### src/rtl/led_trail_pwm_if.sv
// LED trail PWM bus: raw pattern and decay period in, modulated LED drive out.
interface led_trail_pwm_if #(
    parameter int WIDTH = 8
);
    logic [WIDTH-1:0] led_in;
    logic [15:0]      decay_div;
    logic [WIDTH-1:0] led_out;

    modport master (output led_in, output decay_div, input led_out);
    modport slave  (input led_in, input decay_div, output led_out);
endinterface

### src/rtl/led_trail_pwm.sv
// Comet-trail PWM stage: each LED snaps to full brightness, then decays one level per prescaler tick.
// Build option LED_TRAIL_SYNC_EN adds a 2-flop input synchronizer (latency 4 instead of 2).
module led_trail_pwm #(
    parameter int WIDTH      = 8,
    parameter int LEVEL_BITS = 4
) (
    input  logic              clk_src,
    input  logic              reset_n,
    led_trail_pwm_if.slave    bus
);
    localparam logic [LEVEL_BITS-1:0] MAX = '1;

    logic [WIDTH-1:0]                 led_s;
    logic [LEVEL_BITS-1:0]            pwm_cnt_q, pwm_cnt_d;
    logic [15:0]                      pre_cnt_q, pre_cnt_d;
    logic                             tick;
    logic [WIDTH-1:0][LEVEL_BITS-1:0] level_q, level_d;
    logic [WIDTH-1:0]                 led_out_q, led_out_d;

`ifdef LED_TRAIL_SYNC_EN
    logic [WIDTH-1:0] sync1_q, sync2_q;

    always_ff @(posedge clk_src) begin
        if (!reset_n) begin
            sync1_q <= '0;
            sync2_q <= '0;
        end else begin
            sync1_q <= bus.led_in;
            sync2_q <= sync1_q;
        end
    end

    assign led_s = sync2_q;
`else
    assign led_s = bus.led_in;
`endif

    // '>=' so that lowering decay_div below the running count fires a tick right away
    always_comb begin
        tick      = (pre_cnt_q >= bus.decay_div);
        pre_cnt_d = tick ? 16'd0 : pre_cnt_q + 16'd1;
        pwm_cnt_d = pwm_cnt_q + LEVEL_BITS'(1);
        level_d   = level_q;
        led_out_d = '0;
        for (int i = 0; i < WIDTH; i++) begin
            if (led_s[i]) begin
                level_d[i] = MAX;
            end else if (tick && (level_q[i] != '0)) begin
                level_d[i] = level_q[i] - LEVEL_BITS'(1);
            end
            led_out_d[i] = (level_q[i] == MAX) || (level_q[i] > pwm_cnt_q);
        end
    end

    always_ff @(posedge clk_src) begin
        if (!reset_n) begin
            pwm_cnt_q <= '0;
            pre_cnt_q <= '0;
            level_q   <= '0;
            led_out_q <= '0;
        end else begin
            pwm_cnt_q <= pwm_cnt_d;
            pre_cnt_q <= pre_cnt_d;
            level_q   <= level_d;
            led_out_q <= led_out_d;
        end
    end

    assign bus.led_out = led_out_q;
endmodule

### src/flat_wrapper.sv
// flat-port wrapper written by rule: the top's interface ports become plain ports
module led_trail_pwm_flat 
#(
    parameter int WIDTH      = 8,
    parameter int LEVEL_BITS = 4
)
  (clk_src, reset_n, bus_led_in, bus_decay_div, bus_led_out);
  led_trail_pwm_if #(.WIDTH(WIDTH)) bus_i ();
  input  logic clk_src;
  input  logic reset_n;
  input wire logic [$bits(bus_i.led_in)-1:0] bus_led_in;
  input wire logic [$bits(bus_i.decay_div)-1:0] bus_decay_div;
  output wire logic [$bits(bus_i.led_out)-1:0] bus_led_out;
  assign bus_i.led_in = bus_led_in;
  assign bus_i.decay_div = bus_decay_div;
  assign bus_led_out = bus_i.led_out;
  led_trail_pwm #(.WIDTH(WIDTH), .LEVEL_BITS(LEVEL_BITS)) u_core (.clk_src(clk_src), .reset_n(reset_n), .bus(bus_i));
endmodule
### config.mk
export PLATFORM = sky130hd
export DESIGN_NAME = led_trail_pwm_flat
export DESIGN_NICKNAME = d
export VERILOG_FILES = /design/src/rtl/led_trail_pwm_if.sv /design/src/rtl/led_trail_pwm.sv /design/src/flat_wrapper.sv
export SDC_FILE = /design/constraint.sdc
export NUM_CORES = 1
export LEC_CHECK = 0
export ABC_AREA = 1
export ABC_CLOCK_PERIOD_IN_PS = 3300
export BUFFER_PORTS_ARGS = -buffer_cell sky130_fd_sc_hd__buf_2
export CORE_MARGIN = 2
export CORE_UTILIZATION = 30
export DETAILED_ROUTE_END_ITERATION = 8
export PLACE_DENSITY = 0.42
export SLEW_MARGIN = 30
export SYNTH_ARGS = -nofsm -noshare
export SYNTH_HDL_FRONTEND = slang
export SYNTH_SLANG_ARGS = --single-unit
### constraint.sdc
create_clock -name clk_src -period 3.3 [get_ports clk_src]
set_input_delay 0.33 -clock clk_src [delete_from_list [all_inputs] [get_ports clk_src]]
set_output_delay 0.33 -clock clk_src [all_outputs]
set_load 0.05 [all_outputs]
# == After elaboration in Yosys (flattened, before gate mapping) ==
# Cells that the tools add are included.
# word_totals
output_inout_bits,8
inputBits,26
regBits,60
# op_classes
bitwise_logic,1
magnitude_cmp,9
n_mux,16
n_reduce_logical,33
add_sub_neg,10
n_eq_ne,8
# op_table
op,count
two-way mux 4 bit,16
"== test 4 bit, second input constant",8
> comparator 4 bit,8
nonzero test 4 bit,8
"subtractor 4 x 1 -> 4 bit, second input constant",8
"adder 16 x 1 -> 16 bit, second input constant",1
greater-or-equal comparator 16 bit,1
nonzero test 2 bit,8
logical AND 1 bit,8
logical OR 1 bit,8
"adder 4 x 1 -> 4 bit, second input constant",1
OR reduction 2 bit,1
NOT 1 bit,1

# == Depth between registers and ports, before layout ==
# Gate-level depths: netlist of run 1.
# depth
word_depth,4
depth_mapped,17

# == Least setup slack after synthesis of run 1 ==
# No wires, ideal clock.
# synth_path
path_type,in2reg
from,in bus_decay_div[11]
to,reg u_core.level_q[25] in the netlist's numbering
n_path_buf,1
t_arrival_ps,1625
setup_slack_ps,1566
path_stages,11
cell_sequence,inv_1 > ha_1 > a21oi_2 > o21ai_1 > a21oi_4 > nand2_4 > buf_4 > nand3_1 > nand3_1 > nand2_1 > inv_1
# synth_between
elab_chain_len,3
# synth_rtl
item,line_no,source
start: declaration,flat_wrapper.sv:12,input wire logic [$bits(bus_i.decay_div)-1:0] bus_decay_div;
greater-or-equal comparator 16 bit,led_trail_pwm.sv:40,tick = (pre_cnt_q >= bus.decay_div);
logical AND 1 bit,led_trail_pwm.sv:48,end else if (tick && (level_q[i] != '0)) begin
nonzero test 2 bit (no source line),n/a,
end signal: assignment,led_trail_pwm.sv:64,level_q <= level_d;
end: declaration,led_trail_pwm.sv:17,"logic [WIDTH-1:0][LEVEL_BITS-1:0] level_q, level_d;"
# No other way between the ends.
# A chain may end at the register's enable or synchronous reset.

# == Final worst setup path of run 1 ==
# layout_path
from,reg u_core.pre_cnt_q[5]
to,reg u_core.pre_cnt_q[7]
# layout_between
elab_chain_len,2
# layout_rtl
item,line_no,source
start: declaration,led_trail_pwm.sv:15,"logic [15:0] pre_cnt_q, pre_cnt_d;"
start signal: assignment,led_trail_pwm.sv:63,pre_cnt_q <= pre_cnt_d;
greater-or-equal comparator 16 bit,led_trail_pwm.sv:40,
OR reduction 2 bit (no source line),n/a,
# Parallel ways exist; a longest one is shown, timed or not.

==> results.md, run 1 <==
* Status: complete, no violations
* Area share of the largest cell type after synthesis at between 20% and 30%
* Core box area at between 10000 and 15000 um^2
* Routed WL at 9.741 mm
* Critical path class: reg2reg
* Largest net degree at the start of global routing at 37
* Initial Utilization at 30.81%
* Met1 usage at between 10% and 20%
* Area contributors post-synth: dfxtp_1 (28%), ha_1 (19%), nand2_1 (11%), inv_1 (10%), nor2_1 (8.0%)
* Routability cong. at 0.7757
* Worst-Skew Late Latency at approximately 330 ps
* Hpwl dp at 7.018 mm
* Critical Path RT at 3560 ps
* Area of the multi-input gates at 2585 um^2
* Die area at 15230 um^2
* Peak supply drop at 0.0001872 V
* Syn Nets at about 720
* Worst reg2reg setup slack at 960 ps
* CTS root buf: clkbuf_16
* Port bufs at 33
* P per Cell Area at 455.8 nW/um^2
* Setup TNS at 0 ps
* Most Crowded Layer GR: met2
* Endpoints failing setup at 0
* Pre-CTS setup slack at 885.4 ps
* RSZ-0062 raised after global routing: no
* Endpoint class of the critical path: flip-flop
* Area Overhead vs Synth at 15.56%
* Num rows at 43
* Area after DPL at 4619 um^2
* Hold Crit Class: in2reg
* Cell taking the most area after synthesis: dfxtp_1
* H-tree depth at 3
* Post-route cell area at approximately 4900 um^2
* Post-synth cell types at 30
* Number of CTS-inserted buffers at 9
* Storage element area at 1201 um^2
* First-pass GRT wire length at ~16 mm
* Post CTS Setup Buffer Count at 0
* Antenna viol nets, final at 0
* Drt pass-1 iters at 4
* Final Skew at 4.786 ps
* Met3 global-route usage at under 10%
* Total of max-cap violations at 0
* Slew @ Worst Pin at 602.9 ps
* Crit start category: flip-flop
* Cts hold-fix bufs at 0
* Relative slew slack at 59.75%
* Post-synthesis sequential area ratio at between 20% and 30%
* Die Height at 123.4 um
* Share of cells above drive strength 1 at between 10% and 20%
* Leakage Power at roughly 2.6 nW
* Hold Fails Final Rpt at 0
* Die W at between 100 and 150 um
* Syn_area_per_cell at 6.832 um^2
* CTS resizes at 0
* Dpl cells at 832
* Antenna violations before repair at 0
* Diodes inserted at 0
* First DRT Iteration DRCs at 177
* FF+latch count, synth at 60
* Fillers at 1465
* Io pins at 34
* CTS sink cnt at 60
* Crit path time final at 2338 ps
* Post-Syn Area at around 4300 um^2
* YS warnings at 0
* DRC errors left at 0
* CTS tree: done
* Register clock-pin slew on the reported worst setup and hold paths at 50 ps
* CP Max Fanout at 36
* Routed vias at between 3k and 4k
* Vias per cell at 4.474
* Final Core Density at 35.60%
* Met2 usage at between 20% and 30%
* Max Fclk at 427.8 MHz
* GRT Overall Usage at roughly 14%
* GRT overflow at 0
* Clk buf depth at 2
* Post-Synthesis Cells at 626
* DR WL/cell at 11.49 um
* Non-Filler Instances at 848
* CP arrival at about 2600 ps
* Final worst-path cycle share at 70.84%
* Max Transition Viols Final at 0
* Vias in the first global route at 3379
* NumNets Final at 755
* Setup WS post-layout at 962.4 ps
[registers in the layout, summed over array words and instances, names as in the netlist]
signal,cells
u_core.level_q,32
u_core.pre_cnt_q,16
u_core.bus.led_out,8
u_core.pwm_cnt_q,4
[power breakdown]
part	internal [W]	total, W	switching [W]
logic	0.000157	0.000426	0.000269
registers	0.000776	0.000820	0.0000443
clock network	0.000665	0.00101	0.000341
[worst max-delay path, stage by stage (launching register included)]
cell	delay, ps
dfxtp_1	430
ha_1	280
nand2_1	70
nand2_1	50
nand2_1	50
nand2_1	50
nor2_1	90
nand2_1	110
nand2_2	250
nand2_4	310
nor2_4	240
inv_2	140
nor3b_1	190
[synth_stat cells (all sizes together)]
cell type	n
nand2	128
inv	116
nor2	94
ha	66
dfxtp	60
nand3	57
a21oi	40
nor3	12
o21ai	11
xor2	9
nand4	8
buf	6
o21bai	6
xnor2	5
clkbuf	2
nor4	2
o211ai	2
nor3b	1
or2	1
[metal layers]
metal / share of wire, % / up-vias
li1: - / 2053
met1: 52 / 1682
met2: 43 / 46
met3: 3.2 / 13
met4: 1.7 / 0
met5: 0 / -
[area by class of cell]
cell class                 count  area share (%)
inverter                     116           8.810
tap                          180           4.557
sequential                    60           24.30
timing repair buffer          34           3.494
clock buffer                  13           5.671
multi-input combinational    442           52.30
clock inverter                 3          0.8608
[logic make-up (layout without fill, tap and decap cells)]
group,Yosys count,in the layout,share of synthesized area [%]
AOI/OAI and AO/OA,59,59,7.812
xor gates and xnor gates,14,14,2.867
DFF,60,60,28.09
adders and majority gates,66,66,19.31
and+or+nand+nor,303,303,30.46
buffers and inverters,124,166,11.47
[final timing paths]
kind,start,end,cells past startpoint
max reg2reg,u_core.pre_cnt_q[5],u_core.pre_cnt_q[7],12
min reg2reg,u_core.pre_cnt_q[0],u_core.pre_cnt_q[0],1
min,bus_led_in[5],u_core.level_q[20],4
max,u_core.pre_cnt_q[5],u_core.pre_cnt_q[7],12
[stage by stage]
stage          hold WS (ps)  power [W]
4_1_cts               318.4   0.002291
6_report              335.9   0.002252
2_1_floorplan         429.6   0.001157
3_3_place_gp          469.6   0.001259
3_5_place_dp          458.4   0.001265
5_1_grt               342.8   0.002390
[layout by cell type, fill, tap and decap left out, drive strengths merged, types with 2 or more instances in the layout]
cell / instances
a21oi: 40
dfxtp: 60
nand2: 128
buf: 34
inv: 116
o211ai: 2
o21bai: 6
clkbuf: 13
nand4: 8
xnor2: 5
nor3: 12
nor4: 2
xor2: 9
nand3: 57
o21ai: 11
ha: 66
nor2: 94
Note: power is estimated with default switching activity, not from simulation.
==> run 2: changes to the inputs <==
- ABC_AREA: 1 -> 0
- ABC_CLOCK_PERIOD_IN_PS: 3300 -> 2200
- clock period: 3.3 -> 2.2 ns (I/O delays scaled with it)
==> run 2 against run 1 <==
The flow now finishes with violations (setup timing). Global-route usage shrank 0.36 points. Die area fell by 5.9%. Sequential cell count is the same. Cell area increased by 4.6%. Critical path type unchanged. Register-to-register slack worse by 1100 ps. Combinational power is 40% higher. Synthesized area down 6.1%. Sequential power grew 52%. Non-clock buffer count increased by 28. Count of clock-buffer cells in the layout fell by 1. Routed wire length is 1.6% lower.
==> results.md, run 2 <==
* Num rows at 42 (-2.3%)
* Synth Flop Type: dfxtp_1
* Largest Register: u_core.level_q
* Most frequent cells after synthesis: ha_1 (66), dfxtp_1 (60), inv_1 (37)
* Cts hold-fix bufs at 0 (unchanged)
* Diodes inserted at 0 (unchanged)
* Hold_ws at 185.7 ps (-150.2 ps)
* Area Overhead vs Synth at 28.76%
* Final worst-path cycle share at 107.1% (+36 points)
* CP arrival at 2580 ps (about the same)
* Relative slew slack at 63.17% (+3.4 points)
* YS warnings at 0 (unchanged)
* Area share of the largest cell type after synthesis at 29.92% (+1.8 points)
* CTS root buf: clkbuf_16
* DR WL/cell at 14.25 um (+24%)
* Post-Synthesis Cells at 433 (-31%)
* Clk buf depth at 2 (unchanged)
* P per Cell Area at 667.2 nW/um^2 (+46%)
* Top-count cell post-synth: ha_1
* Final Skew at 6.400 ps (+1.614 ps)
* Commonest non-fill, non-tap cell in the layout: ha_1
* First-pass GRT wire length at 15.27 mm (-5.8%)
* Critical path class: reg2reg
* Post-synth EDFFs at 0 (unchanged)
* FF+latch count, synth at 60 (unchanged)
* Most frequent cells in the layout: ha_1 (62), dfxtp_1 (56), inv_1 (37)
* Max reg flops at 32 (unchanged)
* Total of max-cap violations at 0 (unchanged)
* Crit path time final at 2357 ps (+18.89 ps)
* CTS sink cnt at 60 (unchanged)
* Failing checks: setup timing
* Max Fclk at 424.4 MHz (-0.80%)
* Post-synthesis sequential area ratio at 29.92% (+1.8 points)
* Crit start category: flip-flop
* GRT overflow at 0 (unchanged)
* Share of cells above drive strength 1 at 23.74% (+14 points)
* RSZ-0062 raised after global routing: yes
* First DRT Iteration DRCs at 94 (-47%)
* Routed WL at 9.589 mm (-1.6%)
* Io pins at 34 (unchanged)
* Non-Filler Instances at 673 (-21%)
* Final Core Density at 39.35% (+3.7 points)
* Endpoint class of the critical path: flip-flop
* Slew @ Worst Pin at 551.7 ps (-51.21 ps)
* Leakage Power at 2.286 nW (-11%)
* Synth async-reset ratio at 0% (unchanged)
* Drt pass-1 iters at 4 (unchanged)
* Max Transition Viols Final at 0 (unchanged)
* Antenna viol nets, final at 0 (unchanged)
* Syn_area_per_cell at 9.273 um^2 (+36%)
* Peak supply drop at 0.0003443 V (+84%)
* GRT Overall Usage at 13.48% (-0.36 points)
* Post-Syn Area at 4015 um^2 (-6.1%)
* Routability cong. at 0.7225 (-6.9%)
* Hold Crit Class: in2reg
* Hpwl dp at 6.452 mm (-8.1%)
* Largest net degree at the start of global routing at 25 (-32%)
* Setup WS post-layout at -156.5 ps (-1119 ps)
* Routed vias at 3384 (-11%)
* Fillers at 1342 (-8.4%)
* CTS tree: done
* Die area at 14320 um^2 (-5.9%)
* Hold Fails Final Rpt at 0 (unchanged)
* Worst-Skew Late Latency at 330 ps (about the same)
* CP Max Fanout at 8 (-78%)
* Die Height at 119.7 um (-3.0%)
* DRC errors left at 0 (unchanged)
* Die W at 119.7 um (-3.0%)
* Vias in the first global route at 3132 (-7.3%)
* Register clock-pin slew on the reported worst setup and hold paths at 60 ps (about the same)
* Critical Path RT at 2420 ps (-1140 ps)
* Syn Nets at 525 (-27%)
* Area contributors post-synth: dfxtp_1 (30%), ha_1 (21%), o31a_1 (5.2%), and4b_1 (4.0%), inv_1 (3.5%)
* NumNets Final at 584 (-23%)
* Dpl cells at 651 (-22%)
* Core box area at 13140 um^2 (-5.4%)
* Cell taking the most area after synthesis: dfxtp_1
* Antenna violations before repair at 0 (unchanged)
* Number of CTS-inserted buffers at 9 (unchanged)
* H-tree depth at 3 (unchanged)
* Vias per cell at 5.028 (+12%)
* Status: finished, violations left
* Endpoints failing setup at 39 (+39)
* Port bufs at 33 (unchanged)
* Initial Utilization at 30.56% (-0.25 points)
* Post-synth cell types at 38 (+27%)
-- run 2: layout make-up --
cell class / instances / area, um^2 / share of cell area [%]
Clock buffer: 12 / 266.5 / 5.155
Clock inverter: 4 / 70.07 / 1.355
Inverter: 37 / 138.9 / 2.686
Multi-Input combinational cell: 322 / 2784 / 53.85
Sequential cell: 60 / 1206 / 23.33
Tap cell: 176 / 220.2 / 4.259
Timing Repair Buffer: 62 / 484.2 / 9.366
-- run 2: per-stage QoR --
stage                     total power [W]  setup TNS (ps)  area, um^2  setup WS (ps)
after floorplan                  0.001669          -179.5        4041         -22.43
after global routing             0.003643           -6656        5170         -252.3
after CTS                        0.003481           -3118        4938         -160.5
after detailed placement         0.001854           -4156        4589         -194.3
after global placement           0.001837           -3407        4589         -169.7
final                            0.003449           -2753        5170         -156.5
-- run 2: worst max-delay path, stage by stage (launching register included) --
cell     delay [ps]
dfxtp_2         330
ha_4            260
nand4_1         130
or4_4           550
o211a_4         280
buf_12          150
o41a_1          310
o31a_1          230
-- run 2: path summary, 6_finish.rpt --
check | from | endpoint | slack, ps | depth (start not counted)
worst max register to register | u_core.pre_cnt_q[11] | u_core.level_q[3] | -160 | 7
worst min register to register | u_core.pre_cnt_q[0] | u_core.pre_cnt_q[0] | 540 | 2
worst min-delay path | bus_led_in[5] | u_core.level_q[20] | 190 | 2
worst max-delay path | u_core.pre_cnt_q[11] | u_core.level_q[3] | -160 | 7
-- run 2: repair_timing --
action / in CTS / in global routing
gates cloned: 0 / 2
pin swaps: 1 / 14
endpoints found under the setup margin: 32 / 47
buffers inserted: 1 / 3
resized for setup: 1 / 38
-- run 2: per-layer routing --
| metal | track usage [%] | part of all wire (%) | vias up |
|---|---|---|---|
| li1 | - | - | 1745 |
| met1 | 17.51 | 50 | 1599 |
| met2 | 21.11 | 46 | 27 |
| met3 | 2.709 | 2.1 | 13 |
| met4 | 6.985 | 2.5 | 0 |
| met5 | 0 | 0 | - |
-- run 2: logic make-up (layout without fill, tap and decap cells) --
group / count (synthesis) / after routing / share of synthesized area, %
AOI/OAI and AO/OA: 102 / 102 / 19.45
xor gates and xnor gates: 16 / 16 / 3.490
adders and majority gates: 66 / 66 / 20.57
buffers and inverters: 51 / 115 / 5.266
DFF: 60 / 60 / 29.92
and+or+nand+nor: 138 / 138 / 21.32
-- run 2: power breakdown --
group | total (W) | leakage (nW) | internal, W | switching, W
Sequential | 0.00125 | 0.499 | 0.00116 | 0.0000880
Combinational | 0.000596 | 1.62 | 0.000272 | 0.000324
Clock | 0.00160 | 0.169 | 0.00108 | 0.000522
Total | 0.00345 | 2.29 | 0.00252 | 0.000934
